File: src/rtl/uart_tx_sched_if.sv
// Execute-stage UART request port and UART peripheral bus port seen by the transmit sequencer.
// The master modport is the sequencer's view; slave is the CPU/UART environment.
interface uart_tx_sched_if;
  logic        cpu_req;
  logic        cpu_we;
  logic [31:0] cpu_addr;
  logic [31:0] cpu_wdata;
  logic [31:0] cpu_rdata;
  logic        cpu_gnt;

  logic        bus_req;
  logic        bus_we;
  logic [31:0] bus_addr;
  logic [31:0] bus_wdata;
  logic [31:0] bus_rdata;

  modport master (
    input  cpu_req, cpu_we, cpu_addr, cpu_wdata,
    output cpu_rdata, cpu_gnt,
    output bus_req, bus_we, bus_addr, bus_wdata,
    input  bus_rdata
  );

  modport slave (
    output cpu_req, cpu_we, cpu_addr, cpu_wdata,
    input  cpu_rdata, cpu_gnt,
    input  bus_req, bus_we, bus_addr, bus_wdata,
    output bus_rdata
  );
endinterface

File: src/rtl/uart_tx_sched.sv
// UART transmit sequencer: streams a 16-byte message buffer to the TX data register,
// polling the status register before each character and stalling CPU UART accesses meanwhile.
module uart_tx_sched #(
  parameter logic [31:0] UART_STATUS_ADDR = 32'h3000_0004,
  parameter logic [31:0] UART_TXDATA_ADDR = 32'h3000_0008,
  parameter int          BUF_DEPTH        = 16
) (
  input  logic       clk,
  input  logic       rst,
  input  logic       start_i,
  input  logic [4:0] len_i,
  input  logic       abort_i,
  input  logic       buf_we_i,
  input  logic [3:0] buf_addr_i,
  input  logic [7:0] buf_data_i,
  uart_tx_sched_if.master io,
  output logic       busy_o,
  output logic       done_o,
  output logic [4:0] sent_cnt_o
);

  localparam logic [4:0] DEPTH = 5'(BUF_DEPTH);

  typedef enum logic [2:0] {IDLE, POLL, WRITE, HOLD, DONE} state_t;

  state_t     state_q, state_d;
  logic [4:0] len_q, len_d;
  logic [4:0] cnt_q, cnt_d;
  logic [4:0] len_sat;
  logic       pass_through;
  logic [7:0] buf_q [BUF_DEPTH];

  assign busy_o     = (state_q == POLL) || (state_q == WRITE) || (state_q == HOLD);
  assign done_o     = (state_q == DONE);
  assign sent_cnt_o = cnt_q;

  // The message buffer is frozen while a message is in flight.
  always_ff @(posedge clk) begin
    if (buf_we_i && !busy_o) begin
      buf_q[buf_addr_i] <= buf_data_i;
    end
  end

  always_ff @(posedge clk or negedge rst) begin
    if (!rst) begin
      state_q <= IDLE;
      len_q   <= '0;
      cnt_q   <= '0;
    end else begin
      state_q <= state_d;
      len_q   <= len_d;
      cnt_q   <= cnt_d;
    end
  end

  always_comb begin
    state_d      = state_q;
    len_d        = len_q;
    cnt_d        = cnt_q;
    len_sat      = (len_i > DEPTH) ? DEPTH : len_i;
    io.bus_req   = 1'b0;
    io.bus_we    = 1'b0;
    io.bus_addr  = '0;
    io.bus_wdata = '0;
    io.cpu_gnt   = 1'b0;
    io.cpu_rdata = '0;

    // Gating with rst keeps every output low while reset is held.
    pass_through = rst && ((state_q == IDLE) || (state_q == DONE));
    if (pass_through) begin
      io.bus_req   = io.cpu_req;
      io.bus_we    = io.cpu_we;
      io.bus_addr  = io.cpu_addr;
      io.bus_wdata = io.cpu_wdata;
      io.cpu_gnt   = io.cpu_req;
      io.cpu_rdata = io.cpu_req ? io.bus_rdata : '0;
    end

    case (state_q)
      IDLE: begin
        if (start_i) begin
          if (len_sat == 5'd0) begin
            state_d = DONE;
          end else begin
            len_d   = len_sat;
            cnt_d   = '0;
            state_d = POLL;
          end
        end
      end
      POLL: begin
        io.bus_req  = 1'b1;
        io.bus_addr = UART_STATUS_ADDR;
        if (!io.bus_rdata[0]) begin
          state_d = WRITE;
        end
      end
      WRITE: begin
        io.bus_req   = 1'b1;
        io.bus_we    = 1'b1;
        io.bus_addr  = UART_TXDATA_ADDR;
        io.bus_wdata = {24'b0, buf_q[cnt_q[3:0]]};
        cnt_d        = cnt_q + 5'd1;
        state_d      = (cnt_d == len_q) ? DONE : HOLD;
      end
      HOLD:    state_d = POLL;
      DONE:    state_d = IDLE;
      default: state_d = IDLE;
    endcase

    // A write driven in the abort cycle still reaches the UART and is counted.
    if (abort_i && busy_o) begin
      state_d = IDLE;
    end
  end

endmodule

File: src/flat_wrapper.sv
// flat-port wrapper written by rule: the top's interface ports become plain ports
module uart_tx_sched_flat 
#(
  parameter logic [31:0] UART_STATUS_ADDR = 32'h3000_0004,
  parameter logic [31:0] UART_TXDATA_ADDR = 32'h3000_0008,
  parameter int          BUF_DEPTH        = 16
)
  (clk, rst, start_i, len_i, abort_i, buf_we_i, buf_addr_i, buf_data_i, busy_o, done_o, sent_cnt_o, io_cpu_req, io_cpu_we, io_cpu_addr, io_cpu_wdata, io_cpu_rdata, io_cpu_gnt, io_bus_req, io_bus_we, io_bus_addr, io_bus_wdata, io_bus_rdata);
  uart_tx_sched_if io_i ();
  input  logic clk;
  input  logic rst;
  input  logic start_i;
  input  logic [4:0] len_i;
  input  logic abort_i;
  input  logic buf_we_i;
  input  logic [3:0] buf_addr_i;
  input  logic [7:0] buf_data_i;
  output logic busy_o;
  output logic done_o;
  output logic [4:0] sent_cnt_o;
  input wire logic [$bits(io_i.cpu_req)-1:0] io_cpu_req;
  input wire logic [$bits(io_i.cpu_we)-1:0] io_cpu_we;
  input wire logic [$bits(io_i.cpu_addr)-1:0] io_cpu_addr;
  input wire logic [$bits(io_i.cpu_wdata)-1:0] io_cpu_wdata;
  output wire logic [$bits(io_i.cpu_rdata)-1:0] io_cpu_rdata;
  output wire logic [$bits(io_i.cpu_gnt)-1:0] io_cpu_gnt;
  output wire logic [$bits(io_i.bus_req)-1:0] io_bus_req;
  output wire logic [$bits(io_i.bus_we)-1:0] io_bus_we;
  output wire logic [$bits(io_i.bus_addr)-1:0] io_bus_addr;
  output wire logic [$bits(io_i.bus_wdata)-1:0] io_bus_wdata;
  input wire logic [$bits(io_i.bus_rdata)-1:0] io_bus_rdata;
  assign io_i.cpu_req = io_cpu_req;
  assign io_i.cpu_we = io_cpu_we;
  assign io_i.cpu_addr = io_cpu_addr;
  assign io_i.cpu_wdata = io_cpu_wdata;
  assign io_cpu_rdata = io_i.cpu_rdata;
  assign io_cpu_gnt = io_i.cpu_gnt;
  assign io_bus_req = io_i.bus_req;
  assign io_bus_we = io_i.bus_we;
  assign io_bus_addr = io_i.bus_addr;
  assign io_bus_wdata = io_i.bus_wdata;
  assign io_i.bus_rdata = io_bus_rdata;
  uart_tx_sched #(.UART_STATUS_ADDR(UART_STATUS_ADDR), .UART_TXDATA_ADDR(UART_TXDATA_ADDR), .BUF_DEPTH(BUF_DEPTH)) u_core (.clk(clk), .rst(rst), .start_i(start_i), .len_i(len_i), .abort_i(abort_i), .buf_we_i(buf_we_i), .buf_addr_i(buf_addr_i), .buf_data_i(buf_data_i), .io(io_i), .busy_o(busy_o), .done_o(done_o), .sent_cnt_o(sent_cnt_o));
endmodule
File: config.mk
export PLATFORM = sky130hd
export DESIGN_NAME = uart_tx_sched_flat
export DESIGN_NICKNAME = d
export VERILOG_FILES = /design/src/rtl/uart_tx_sched_if.sv /design/src/rtl/uart_tx_sched.sv /design/src/flat_wrapper.sv
export SDC_FILE = /design/constraint.sdc
export NUM_CORES = 1
export LEC_CHECK = 0
export ABC_AREA = 1
export BUFFER_PORTS_ARGS = -buffer_cell sky130_fd_sc_hd__buf_2
export CAP_MARGIN = 10
export CORE_AREA = 2 2 116 118
export CTS_CLUSTER_DIAMETER = 30
export CTS_CLUSTER_SIZE = 10
export DETAILED_ROUTE_END_ITERATION = 8
export DIE_AREA = 0 0 118 120
export GPL_TIMING_DRIVEN = 0
export PLACE_DENSITY_LB_ADDON = 0.15
export SLEW_MARGIN = 5
export SYNTH_ARGS = -nofsm -noshare
export SYNTH_HDL_FRONTEND = slang
export SYNTH_SLANG_ARGS = --single-unit
File: constraint.sdc
create_clock -name clk -period 3.1 [get_ports clk]
set_input_delay 0.31 -clock clk [delete_from_list [all_inputs] [get_ports clk]]
set_output_delay 0.31 -clock clk [all_outputs]
set_load 0.05 [all_outputs]
## Word-level counts from Yosys, hierarchy flattened

Memory sizes are Yosys's and may differ from the RTL's.
Cells that the tools add are included.

| cells by class | value |
|---|---|
| add/subtract/negate cells | 1 |
| magnitude comparators | 1 |
| equality and inequality tests | 9 |
| multiplexer cells | 22 |
| bitwise operators | 1 |
| reduce and logical (&&, ||, !) cells | 14 |

Operators with widths:

| operator | count |
|---|---|
| 32-bit 2-to-1 mux | 5 |
| 32-bit one-hot mux with 2 select lines | 1 |
| 3-bit 2-to-1 mux | 5 |
| 5-bit 2-to-1 mux | 3 |
| 3-bit one-hot mux with 4 select lines | 1 |
| 5-bit one-hot mux with 2 select lines | 1 |
| 3-bit by 2-bit equality test with 1-bit output, second input constant | 2 |
| 1-bit 2-to-1 mux | 6 |
| 3-bit inequality test, second input constant | 2 |
| 3-bit AND reduction | 2 |
| 5-bit by 1-bit adder with 5-bit output, second input constant | 1 |
| 5-bit equality test | 1 |
| 5-bit greater-than comparator, second input constant | 1 |
| 5-bit logical NOT | 1 |
| 2-bit inequality test, second input constant | 2 |
| 3-bit by 1-bit equality test with 1-bit output, second input constant | 1 |
| 3-bit equality test, second input constant | 1 |
| 1-bit logical AND | 3 |
| 3-bit logical NOT | 1 |
| 1-bit logical OR | 3 |
| 2-bit AND reduction | 1 |
| 2-bit nonzero test | 1 |
| 2-bit OR reduction | 1 |
| 1-bit logical NOT | 1 |
| 1-bit NOT | 1 |

| word-level totals | value |
|---|---|
| flip-flop bits (word level) | 13 |
| bits in writable memories | 128 |
| input port bits | 120 |
| output and inout bits | 106 |
| logic and storage cells | 52 |
| memories | 1 |

Memories:

| memory | words | width | read ports | clocked after memory_dff | wr ports | RTL line | RTL |
|---|---|---|---|---|---|---|---|
| u_core.buf_q | 16 | 8 | 1 | 0 | 1 | uart_tx_sched.sv:31 | `logic [7:0] buf_q [BUF_DEPTH];` |

## Logic depth before layout (Yosys ltp)

| logic depth | value |
|---|---|
| depth after elaboration | 7 |
| depth in mapped cells | 12 |
| mapped depth without buffers | 12 |

## Worst setup path before layout

OpenSTA, ideal clock, no wires.

| timing | value |
|---|---|
| path type | register to output |
| start point | register u_core.cnt_q[1], in the netlist u_core.sent_cnt_o[1] |
| end point | output io_bus_wdata[6] |
| data arrival time | 1.805 ns |
| data required time | 2.790 ns |
| setup slack | 0.985 ns |
| stages on the path, launching flop included | 9 |
| path buffers | 2 |
| path through | dfrtp_1 > buf_4 > clkbuf_1 > a21oi_1 > o21ai_1 > nand2_1 > nand3_1 > nand3_1 > nand2_1 |

| on the way | value |
|---|---|
| cells in the longest elaborated chain, start to end | 2 |

Ends and longest elaborated chain:

| item | RTL line | RTL |
|---|---|---|
| start: declaration | uart_tx_sched.sv:28 | `logic [4:0] cnt_q, cnt_d;` |
| start signal: assignment | uart_tx_sched.sv:52 | `cnt_q <= cnt_d;` |
| memory 16 x 8 bit | - |  |
| 32-bit 2-to-1 mux | uart_tx_sched.sv:79 | `case (state_q)` |
| end: declaration | flat_wrapper.sv:30 | `output wire logic [$bits(io_i.bus_wdata)-1:0] io_bus_wdata;` |

Every way passes these cells.

## Worst setup path in the final report

| timing | value |
|---|---|
| start point | register u_core.cnt_q[0], in the netlist u_core.sent_cnt_o[0] |
| end point | output io_bus_wdata[3] |

The elaborated chain is that of the path after synthesis.

==> impl_metrics.csv <==
group,metric,value,unit
floorplan,start_util,53.4,%
routing,viasPerCell,5.12,
synth,synth_compound_area_share,5.74,%
cells_and_area,fin_nets,1121,
power_and_ir_drop,p_leak,4.21,nW
power_and_ir_drop,internal-power,0.00399,W
worst_setup_path,worstPathArrival,2.34,ns
cts,tritoncts,"done",
routing,drc,0,
worst_setup_path,cp_max_fo,10,
worst_setup_path,r2r_cells,7,
place,hpwl,15.2,mm
place,place.gp.congestion,0.878,
synth,synth_seq_area_share,60.2,%
floorplan,dieArea,0.0142,mm2
cts,htreeDepth,4,
timing,finalSetupViolations,0,
timing,maxSlewViolCount,0,
timing,rsz0062_at_grt,"no",
power_and_ir_drop,p_per_area,810,mW/mm2
synth,synth_top_family_by_area,"simple AND/OR/NAND/NOR gates",
place,numPortBuffers,225,
synth,netlist_area,0.00693,mm2
synth,avgSynthCellArea,9.18,um2
cells_and_area,fin_util,68.0,%
synth,synthAdderAreaFrac,0.181,%
cts,clock-sinks,141,
timing,fin_crit_sh,85.6,%
synth,synth_xor_xnor_area_share,0.253,%
synth,yosys.area_share.simple,23.4,%
synth,yosysMostFrequentCell,"nor2_1",
cts,cts_inserted_buffers,17,
synth,yosys_warnings,0,
power_and_ir_drop,p_sw_share,44.2,%
synth,syn_inst,755,
power_and_ir_drop,ir_drop,0.495,mV
cells_and_area,nFillCells,1054,
timing,relSlewSlack,44.0,%
power_and_ir_drop,clkPwrFrac,26.1,%
routing,postRouteAntennaNets,0,
cts,path_clk_slew,0.06,ns
floorplan,core-area,0.0130,mm2
timing,whs,0.121,ns
floorplan,std_cell_rows,42,
run_status,status,"finished clean",
synth,syn_nets,876,
routing,dr.pass1.iters,5,
cells_and_area,drive_gt1_share,30.2,%
timing,period_needed,2.65,ns
synth,synth_edf_count,128,
job,drv_cap,0,
global_routing,grt_overflow,0,
power_and_ir_drop,comb_power_share,43.0,%
routing,post_drt_wl_per_cell,17.6,um
global_routing,antenna_found_initial,1,
cts,clkLatencyLatePin,0.43,ns
synth,yosysTopAreaCell,"edfxtp_1",
timing,fmaxAchievable,0.377,GHz
routing,vias,6089,
timing,hold_violations,0,
floorplan,die_y,120,um
worst_setup_path,start_kind,"register",
routing,totalWireLength,20.9,mm
synth,synth_top_area_share,55.5,%
synth,ys_types,30,
synth,synthTopCellsByCount,"137 x nor2_1, 128 x edfxtp_1, 110 x nand2_1, 105 x inv_1, 65 x nor3_1",
global_routing,grt_pass1_vias,5544,
cts,clk_path_buf_depth,2,
worst_setup_path,path_class,"reg -> out",
global_routing,grt_max_degree,20,
global_routing,grt_first_pass_wirelength,30.8,mm
floorplan,die_x,118,um
power_and_ir_drop,p_switching,0.00316,W
cts,cts_root_buf,"clkbuf_16",
cells_and_area,area_growth,27.4,%
synth,synthArstFlopShare,9.22,%
hold_path,min_path_type,"in -> reg",
synth,muxShareOfSynthArea,0.144,%
worst_setup_path,end_kind,"output port",
cts,cts_resized,0,
timing,finalSetupTns,0,ns
power_and_ir_drop,p_total,0.00715,W
power_and_ir_drop,pwr-share-seq,31.0,%
synth,ys_ff_latch,141,
synth,synthTopCellsByArea,"edfxtp_1 55%, nor2_1 7.4%, nand2_1 6.0%",
hold_path,whs_path_depth,3,
worst_setup_path,critPathRequiredTime,2.79,ns
floorplan,ios,226,
synth,synth_ff_type,"edfxtp_1",
timing,worstMarginPinSlew,0.837,ns
global_routing,grt_usage,29.5,%
timing,finClkSkew,0.00674,ns
routing,drt_iter0_markers,498,
stage by stage:
| step | area [um2] | std cells | setup slack (ns) |
|---|---|---|---|
| finish | 8830 | 1190 | 0.446 |
| detailed placement | 8280 | 1156 | 0.638 |
| floorplan | 6930 | 755 | 0.985 |
| CTS | 8830 | 1189 | 0.435 |
| global placement | 8280 | 1156 | 0.685 |
| global route | 8830 | 1190 | 0.282 |
cell type report:
class / count / area, um2 / share of cell area [%]
Clock inverter: 13 / 108 / 1.22
Inverter: 113 / 424 / 4.80
Sequential cell: 141 / 4170 / 47.2
Antenna cell: 1 / 2.50 / 0.0283
Multi-Input combinational cell: 460 / 2060 / 23.4
Timing Repair Buffer: 226 / 1140 / 12.9
Clock buffer: 19 / 433 / 4.90
Tap cell: 176 / 220 / 2.49
Buffer: 41 / 274 / 3.10
power groups by stage:
stage / Sequential (W) / Clock, W / Combinational (W)
after floorplan: 0.00228 / 0 / 0.00217
after global placement: 0.00225 / 0 / 0.00301
after detailed placement: 0.00225 / 0 / 0.00304
after CTS: 0.00221 / 0.00186 / 0.00306
after global routing: 0.00222 / 0.00195 / 0.00327
final: 0.00221 / 0.00186 / 0.00307
metal layers:
metal / global-route usage (%) / vias to the layer above / share of wire [%]
met3: 6.51 / 38 / 7.6
met5: 0 / - / 0
met4: 11.7 / 0 / 2.3
met1: 39.3 / 2794 / 42
li1: - / 2978 / -
met2: 47.6 / 279 / 48
registers in the layout, summed over array words and instances (netlist names):
signal and flops:
u_core.buf_q 128, u_core.len_q 5, u_core.sent_cnt_o 5, u_core.state_q 3
kinds of logic after synthesis:
family                     Yosys count
DFF                                141
muxes                                1
buffers and inverters              154
adders and majority gates            1
and+or+nand+nor                    378
AOI/OAI and AO/OA                   78
xor gates and xnor gates             2
final timing paths:
path                                                  start                      endpoint  slack (ns)
hold reg to reg                 u_core.len_q[0]$_DFFE_PN0P_   u_core.len_q[0]$_DFFE_PN0P_        0.53
min in group asynchronous                               rst   u_core.len_q[1]$_DFFE_PN0P_        0.36
hold / removal                                     len_i[2]   u_core.len_q[2]$_DFFE_PN0P_        0.12
setup reg to reg              u_core.state_q[0]$_DFFE_PN0P_  u_core.buf_q[8][0]$_DFFE_PP_        0.61
max in group asynchronous                               rst   u_core.len_q[2]$_DFFE_PN0P_        2.46
setup / recovery           u_core.sent_cnt_o[0]$_DFFE_PN0P_               io_bus_wdata[3]        0.45
timing repair:
| action | CTS | global route |
|---|---|---|
| hold buffers | 1 | 0 |
| buffers inserted | 0 | 0 |
| hold endpoints to repair | 13 | 0 |
worst max-delay path: stages (launching register included):
cell      delay, ns
dfrtp_1        0.40
buf_6          0.18
clkbuf_1       0.43
o21ai_0        0.23
nand2_1        0.14
nand3_1        0.13
nand3_1        0.10
nand2_1        0.08
buf_2          0.22
placed cells by master (no fill, tap or decap), types with 2 or more instances in the layout:
| cell type | synthesis | final |
|---|---|---|
| edfxtp_1 | 128 | 128 |
| nor3_1 | 65 | 65 |
| o21ai_0 | 30 | 30 |
| buf_6 | 8 | 8 |
| nor2_2 | 2 | 2 |
| clkbuf_16 | 0 | 17 |
| o21ai_1 | 10 | 10 |
| nand4_1 | 4 | 4 |
| buf_2 | 15 | 240 |
| nand3_1 | 53 | 53 |
| nand2_1 | 110 | 110 |
| clkbuf_1 | 7 | 9 |
| a21oi_1 | 36 | 36 |
| inv_6 | 0 | 4 |
| inv_1 | 105 | 105 |
| nor2_1 | 137 | 137 |
| dfrtp_1 | 13 | 13 |
| buf_4 | 11 | 11 |
| inv_2 | 8 | 8 |
| clkinv_4 | 0 | 3 |
| clkinvlp_4 | 0 | 4 |
No activity file was read; power rests on OpenSTA's default activity.
